==> src/rtl/i2c_pkg.sv <==
// i2c_pkg: shared FSM state type and I2C protocol constants
package i2c_pkg;
    typedef enum logic [3:0] {
        IDLE, ADDR, ADDR_ACK, PTR, PTR_ACK, WDATA, WDATA_ACK, RDATA, RDATA_ACK, IGNORE
    } state_t;
    localparam logic       RW_WRITE      = 1'b0;
    localparam logic       RW_READ       = 1'b1;
    localparam logic [6:0] GENERAL_CALL  = 7'h00;
    localparam int         BITS_PER_BYTE = 8;
endpackage

==> src/rtl/i2c_line_filter.sv <==
// i2c_line_filter: synchronise one bus line, reject short pulses, emit edge strobes
module i2c_line_filter #(
    parameter int FILTER_LEN = 3
) (
    input  logic clk,
    input  logic rst,
    input  logic line_i,
    output logic line_f,
    output logic rise,
    output logic fall
);
    localparam int CW = FILTER_LEN > 1 ? $clog2(FILTER_LEN) : 1;
    logic [1:0]    sync;
    logic [CW-1:0] cnt;
    logic          differ;
    logic          accept;
    assign differ = sync[1] != line_f;
    assign accept = differ && cnt == CW'(FILTER_LEN - 1);
    // Two-flop synchroniser, then accept a new level only after FILTER_LEN matching samples; idle bus is high
    always_ff @(posedge clk or negedge rst) begin
        if (!rst) begin
            sync   <= 2'b11;
            cnt    <= '0;
            line_f <= 1'b1;
            rise   <= 1'b0;
            fall   <= 1'b0;
        end else begin
            sync   <= {sync[0], line_i};
            cnt    <= (differ && !accept) ? cnt + 1'b1 : '0;
            line_f <= accept ? sync[1] : line_f;
            rise   <= accept && sync[1];
            fall   <= accept && !sync[1];
        end
    end
endmodule

==> src/rtl/i2c_slave_regfile.sv <==
// i2c_slave_regfile: oversampled I2C target fronting a byte register file with an auto-incrementing pointer
module i2c_slave_regfile
    import i2c_pkg::*;
#(
    parameter int REG_AW     = 4,
    parameter int FILTER_LEN = 3
) (
    input  logic              clk,
    input  logic              rst,
    input  logic [6:0]        addr,
    input  logic              scl_i,
    input  logic              sda_i,
    output logic              sda_oe,
    output logic              wr_en,
    output logic [REG_AW-1:0] wr_addr,
    output logic [7:0]        wr_data,
    output logic [REG_AW-1:0] rd_addr,
    input  logic [7:0]        rd_data,
    output logic              busy,
    output logic              start_det,
    output logic              stop_det
);
    state_t            state_q, state_d;
    logic [3:0]        cnt_q, cnt_d;
    logic [7:0]        sr_q, sr_d;
    logic [REG_AW-1:0] ptr_q, ptr_d;
    logic              rw_q, rw_d;
    logic              oe_d, busy_d, wr_en_d;
    logic [REG_AW-1:0] wr_addr_d;
    logic [7:0]        wr_data_d;
    logic              scl_f, scl_rise, scl_fall;
    logic              sda_f, sda_rise, sda_fall;
    logic              start, stop, byte_done, addr_hit;

    i2c_line_filter #(.FILTER_LEN(FILTER_LEN)) u_scl (
        .clk(clk), .rst(rst), .line_i(scl_i), .line_f(scl_f), .rise(scl_rise), .fall(scl_fall)
    );
    i2c_line_filter #(.FILTER_LEN(FILTER_LEN)) u_sda (
        .clk(clk), .rst(rst), .line_i(sda_i), .line_f(sda_f), .rise(sda_rise), .fall(sda_fall)
    );

    assign start     = sda_fall && scl_f;
    assign stop      = sda_rise && scl_f;
    assign byte_done = cnt_q == 4'(BITS_PER_BYTE);
    assign addr_hit  = sr_q[7:1] == addr && sr_q[7:1] != GENERAL_CALL;
    assign rd_addr   = ptr_q;

    // Next-state and datapath: bus conditions override everything, bytes are shifted on scl_rise, SDA moves on scl_fall
    always_comb begin
        state_d   = state_q;
        cnt_d     = cnt_q;
        sr_d      = sr_q;
        ptr_d     = ptr_q;
        rw_d      = rw_q;
        oe_d      = sda_oe;
        busy_d    = busy;
        wr_en_d   = 1'b0;
        wr_addr_d = wr_addr;
        wr_data_d = wr_data;
        if (start) begin
            state_d = ADDR;
            cnt_d   = '0;
            oe_d    = 1'b0;
        end else if (stop) begin
            state_d = IDLE;
            cnt_d   = '0;
            oe_d    = 1'b0;
            busy_d  = 1'b0;
        end else begin
            case (state_q)
                ADDR, PTR, WDATA: begin
                    if (scl_rise && !byte_done) begin
                        sr_d  = {sr_q[6:0], sda_f};
                        cnt_d = cnt_q + 4'd1;
                    end else if (scl_fall && byte_done) begin
                        cnt_d = '0;
                        oe_d  = 1'b1;
                        if (state_q == ADDR) begin
                            state_d = addr_hit ? ADDR_ACK : IGNORE;
                            oe_d    = addr_hit;
                            busy_d  = busy || addr_hit;
                            rw_d    = sr_q[0];
                        end else if (state_q == PTR) begin
                            state_d = PTR_ACK;
                            ptr_d   = sr_q[REG_AW-1:0];
                        end else begin
                            state_d   = WDATA_ACK;
                            wr_en_d   = 1'b1;
                            wr_addr_d = ptr_q;
                            wr_data_d = sr_q;
                            ptr_d     = ptr_q + 1'b1;
                        end
                    end
                end
                ADDR_ACK, PTR_ACK, WDATA_ACK: begin
                    if (scl_fall) begin
                        cnt_d   = '0;
                        oe_d    = 1'b0;
                        state_d = state_q == ADDR_ACK ? PTR : WDATA;
                        if (state_q == ADDR_ACK && rw_q == RW_READ) begin
                            state_d = RDATA;
                            sr_d    = rd_data;
                            oe_d    = !rd_data[7];
                        end
                    end
                end
                RDATA: begin
                    if (scl_fall) begin
                        if (cnt_q == 4'd7) begin
                            state_d = RDATA_ACK;
                            cnt_d   = '0;
                            oe_d    = 1'b0;
                        end else begin
                            sr_d  = {sr_q[6:0], 1'b0};
                            oe_d  = !sr_q[6];
                            cnt_d = cnt_q + 4'd1;
                        end
                    end
                end
                RDATA_ACK: begin
                    if (scl_rise) begin
                        state_d = sda_f ? IGNORE : RDATA_ACK;
                        ptr_d   = sda_f ? ptr_q : ptr_q + 1'b1;
                        cnt_d   = sda_f ? cnt_q : 4'd1;
                    end else if (scl_fall && cnt_q != 4'd0) begin
                        state_d = RDATA;
                        cnt_d   = '0;
                        sr_d    = rd_data;
                        oe_d    = !rd_data[7];
                    end
                end
                default: ;
            endcase
        end
    end

    // State and output registers; reset releases SDA immediately
    always_ff @(posedge clk or negedge rst) begin
        if (!rst) begin
            state_q   <= IDLE;
            cnt_q     <= '0;
            sr_q      <= '0;
            ptr_q     <= '0;
            rw_q      <= 1'b0;
            sda_oe    <= 1'b0;
            busy      <= 1'b0;
            wr_en     <= 1'b0;
            wr_addr   <= '0;
            wr_data   <= '0;
            start_det <= 1'b0;
            stop_det  <= 1'b0;
        end else begin
            state_q   <= state_d;
            cnt_q     <= cnt_d;
            sr_q      <= sr_d;
            ptr_q     <= ptr_d;
            rw_q      <= rw_d;
            sda_oe    <= oe_d;
            busy      <= busy_d;
            wr_en     <= wr_en_d;
            wr_addr   <= wr_addr_d;
            wr_data   <= wr_data_d;
            start_det <= start;
            stop_det  <= stop;
        end
    end
endmodule

==> config.mk <==
export PLATFORM = sky130hd
export DESIGN_NAME = i2c_slave_regfile
export DESIGN_NICKNAME = d
export VERILOG_FILES = /design/src/rtl/i2c_pkg.sv /design/src/rtl/i2c_line_filter.sv /design/src/rtl/i2c_slave_regfile.sv
export SDC_FILE = /design/constraint.sdc
export NUM_CORES = 1
export LEC_CHECK = 0
export ABC_AREA = 1
export CAP_MARGIN = 25
export CORE_AREA = 3 3 60 117
export CTS_BUF_LIST = sky130_fd_sc_hd__clkbuf_16
export DETAILED_ROUTE_END_ITERATION = 8
export DIE_AREA = 0 0 63 120
export GPL_TIMING_DRIVEN = 0
export PLACE_DENSITY = 0.68
export SLEW_MARGIN = 20
export SYNTH_ARGS = -nofsm -noshare
export SYNTH_HDL_FRONTEND = slang
export SYNTH_SLANG_ARGS = --single-unit
export TNS_END_PERCENT = 5
==> constraint.sdc <==
create_clock -name clk -period 4.05 [get_ports clk]
set_input_delay 1.0125 -clock clk [delete_from_list [all_inputs] [get_ports clk]]
set_output_delay 1.0125 -clock clk [all_outputs]
set_load 0.03 [all_outputs]
==> metrics.txt, run 1 <==
status finished clean; post-route minimum period 2.46 ns; Fin. Hold Viols 0; worst path cell trace clkdlybuf4s50_1; antenna-violating nets left 0; VDD IR max 365 uV; Avg Inst Size Synth 7.71 um2; Core ar. 0.00631 mm2; Crit Path Class flip-flop to primary output; vias in the first global route 2528; largest net degree at the start of global routing 53; P&R area growth vs syn 22.4%; ANT cells 0; Nets 442; post-synth net total a little under 400; number of unique standard cell types used by synthesis 31; dominant cell type by area after synthesis dfrtp_1; FF+latch count, synth 52; RSZ-0062 raised after global routing false; Pwr Density between 700 and 800 mW/mm2; TritonRoute pass-1 iters 4; initial antenna violation count 0; I/O pin count 40; global-route usage over all layers 0.200; routed length per instance roughly 14 um; first-pass GRT wire length approximately 12000 um; Setup Skew 0.00380 ns; post-CTS setup buffer count 0; I/O Buffers 39; Worst path top cell family by delay buffers and inverters; vias per inst 5.06; setup violators final 0; # rows 41; via count between 2000 and 3000; Arr. time, crit path 1.44 ns; Min Hold Slack 0.356 ns; slew at the pin with the worst max-slew slack about 0.65 ns; max-cap check violation count 0; Post-route DRC 0; CTS sink count 52; synth top area cells dfrtp_1 (40%), nand2_1 (15%), nand3_1 (5.8%), dfstp_2 (5.5%), inv_1 (4.5%); post-synthesis sequential area ratio 0.457; Post-CTS Resized 0; setup TNS 0 ns; Peak Freq between 400 and 500 MHz; clk slew on worst S/H paths 0.07 ns; Worst setup EP type primary output; CTS max path bufs 2; pins over their slew limit 0; Die Y ~120 um; Tcrit/Tclk final 0.606; Hold Buf Count CTS 0; CP peak stage delay 0.71 ns; H-tree depth 2; share of cells above drive strength 1 0.129; Detailed Route WL 7020 um; Yosys warning total 0; GRT overflow 0; critical path's slowest cell clkdlybuf4s50_1; Die X 63 um; Post-Synthesis Cell Area about 0.0029 mm2; slew margin rel. 0.569; Worst Hold Class flip-flop to flip-flop; TritonCTS buffer count 5; Initial Util 0.454; CP Data Required Time 3.04 ns; CP Launch Type flip-flop; Syn Inst Count about 370; routability cong. just under 1; Yosys top cell area share 0.402; Initial DRC Count 84; worst skew pair latency roughly 0.3 ns; dpl hpwl 5420 um; die area 0.00756 mm2; leak pwr 1.71 nW; maximum fanout along the worst path 5; CTS tree done; Buf+Inv Stages, Crit Path 1; Root Buffer clkbuf_16
-- layer usage --
layer  GRT usage  routed length, um  up-vias
li1            -                  -     1289
met1       0.200               2530     1182
met2       0.384               3990       69
met3      0.0281                281       17
met4       0.108                220        0
met5           0                  0        -
-- cells in the final DEF, fill, tap and decap left out --
cell             count
inv_6                1
ha_1                 5
dfstp_2              6
o211ai_1             1
o22ai_1              1
inv_1               34
nor3_4               1
o21ai_0             23
clkbuf_16            5
o21ai_1             11
a21oi_1             12
nor2_2               4
nand2_1            114
nor3_1              11
dfrtp_1             46
nand2_4              5
buf_4                3
nand4_2              1
o21ai_2              1
clkinvlp_4           1
a211oi_4             1
nand3_2              2
inv_2                7
clkdlybuf4s50_1     38
buf_2                3
a31oi_1              1
nor2_1              26
clkinv_2             1
xor2_1               2
nor2_4               3
nand4_1              5
inv_4                1
xnor2_1              2
nand3_1             33
nand2_2              7
or2_2                1
-- kinds of logic (layout without fill, tap and decap cells) --
logic type      count (synthesis)  in the layout  share of synthesized area
fa+ha+maj                       5              5                     0.0218
buf+inv                        47             94                     0.0663
flops                          52             52                      0.457
compound gates                 51             51                     0.0973
simple gates                  213            213                      0.346
xor+xnor                        4              4                     0.0122
-- stage by stage --
stage | cell area [um2] | std cells | util | setup WS, ns | total power, mW
3_5_place_dp | 3360 | 497 | 0.533 | 1.67 | 2.18
4_1_cts | 3510 | 505 | 0.556 | 1.58 | 2.62
6_report | 3510 | 505 | 0.556 | 1.59 | 2.59
2_1_floorplan | 2870 | 372 | - | 2.29 | 1.81
3_3_place_gp | 3360 | 497 | 0.533 | 0.357 | 2.16
5_1_grt | 3510 | 505 | 0.556 | 1.54 | 2.82
-- power by group --
part	switching, mW	internal, mW
logic	0.911	0.466
registers	0.129	0.660
clock network	0.196	0.230
-- cell type report --
cell class | instances | area [um2]
flip-flops and latches | 52 | 1310
clock inverters | 3 | 21.3
clock buffers | 5 | 125
multi-input cells | 273 | 1370
inverters | 42 | 160
well taps | 86 | 108
fillers | 626 | 2800
plain buffers | 5 | 30.0
repair buffers | 39 | 388
-- registers in the layout (all words and copies together), names as in the netlist --
name and flops:
sr_q 8, wr_data 8, cnt_q 4, rd_addr 4, state_q 4, wr_addr 4
u_scl.cnt 2, u_scl.sync 2, u_sda.cnt 2, u_sda.sync 2, busy 1, rw_q 1
sda_oe 1, start_det 1, stop_det 1, u_scl.fall 1, u_scl.line_f 1, u_scl.rise 1
u_sda.fall 1, u_sda.line_f 1, u_sda.rise 1, wr_en 1
-- worst paths after layout --
kind                                    startpoint  cells after the start  slack (ns)                 endpoint
max                         rd_addr[3]$_DFFE_PN0P_                      1        1.59               rd_addr[3]
min                        u_sda.sync[0]$_DFF_PN1_                      0        0.36  u_sda.sync[1]$_DFF_PN1_
max reg2reg                   cnt_q[0]$_DFFE_PN0P_                     10        2.09      sr_q[4]$_DFFE_PN0P_
min reg2reg                u_sda.sync[0]$_DFF_PN1_                      0        0.36  u_sda.sync[1]$_DFF_PN1_
max in group asynchronous                      rst                      1        2.88     cnt_q[0]$_DFFE_PN0P_
min in group asynchronous                      rst                      1        0.73   state_q[0]$_DFFE_PN0P_
-- synthesized netlist by cell type (all sizes together) --
| library cell | number |
|---|---|
| a211oi | 1 |
| a21oi | 12 |
| a31oi | 1 |
| buf | 5 |
| dfrtp | 46 |
| dfstp | 6 |
| ha | 5 |
| inv | 42 |
| nand2 | 126 |
| nand3 | 35 |
| nand4 | 6 |
| nor2 | 33 |
| nor3 | 12 |
| o211ai | 1 |
| o21ai | 35 |
| o22ai | 1 |
| or2 | 1 |
| xnor2 | 2 |
| xor2 | 2 |
No activity file was read; power rests on OpenSTA's default activity.
==> run 2, diff against run 1 <==
==> constraint.sdc (replaced) <==
create_clock -name clk -period 2.5 [get_ports clk]
set_input_delay 0.625 -clock clk [delete_from_list [all_inputs] [get_ports clk]]
set_output_delay 0.625 -clock clk [all_outputs]
set_load 0.03 [all_outputs]
==> results of run 2 <==
The final DEF is identical to that of run 1. Status: finished clean.
Among the figures that moved: setup slack after placement 1.67 ns -> 0.507 ns; setup slack after layout 1.59 ns -> 0.431 ns; hold slack 0.356 ns -> 0.345 ns; register-to-register setup slack 2.09 ns -> 0.54 ns; total power 2.59 mW -> 4.20 mW; worst IR drop on VDD 365 uV -> 591 uV
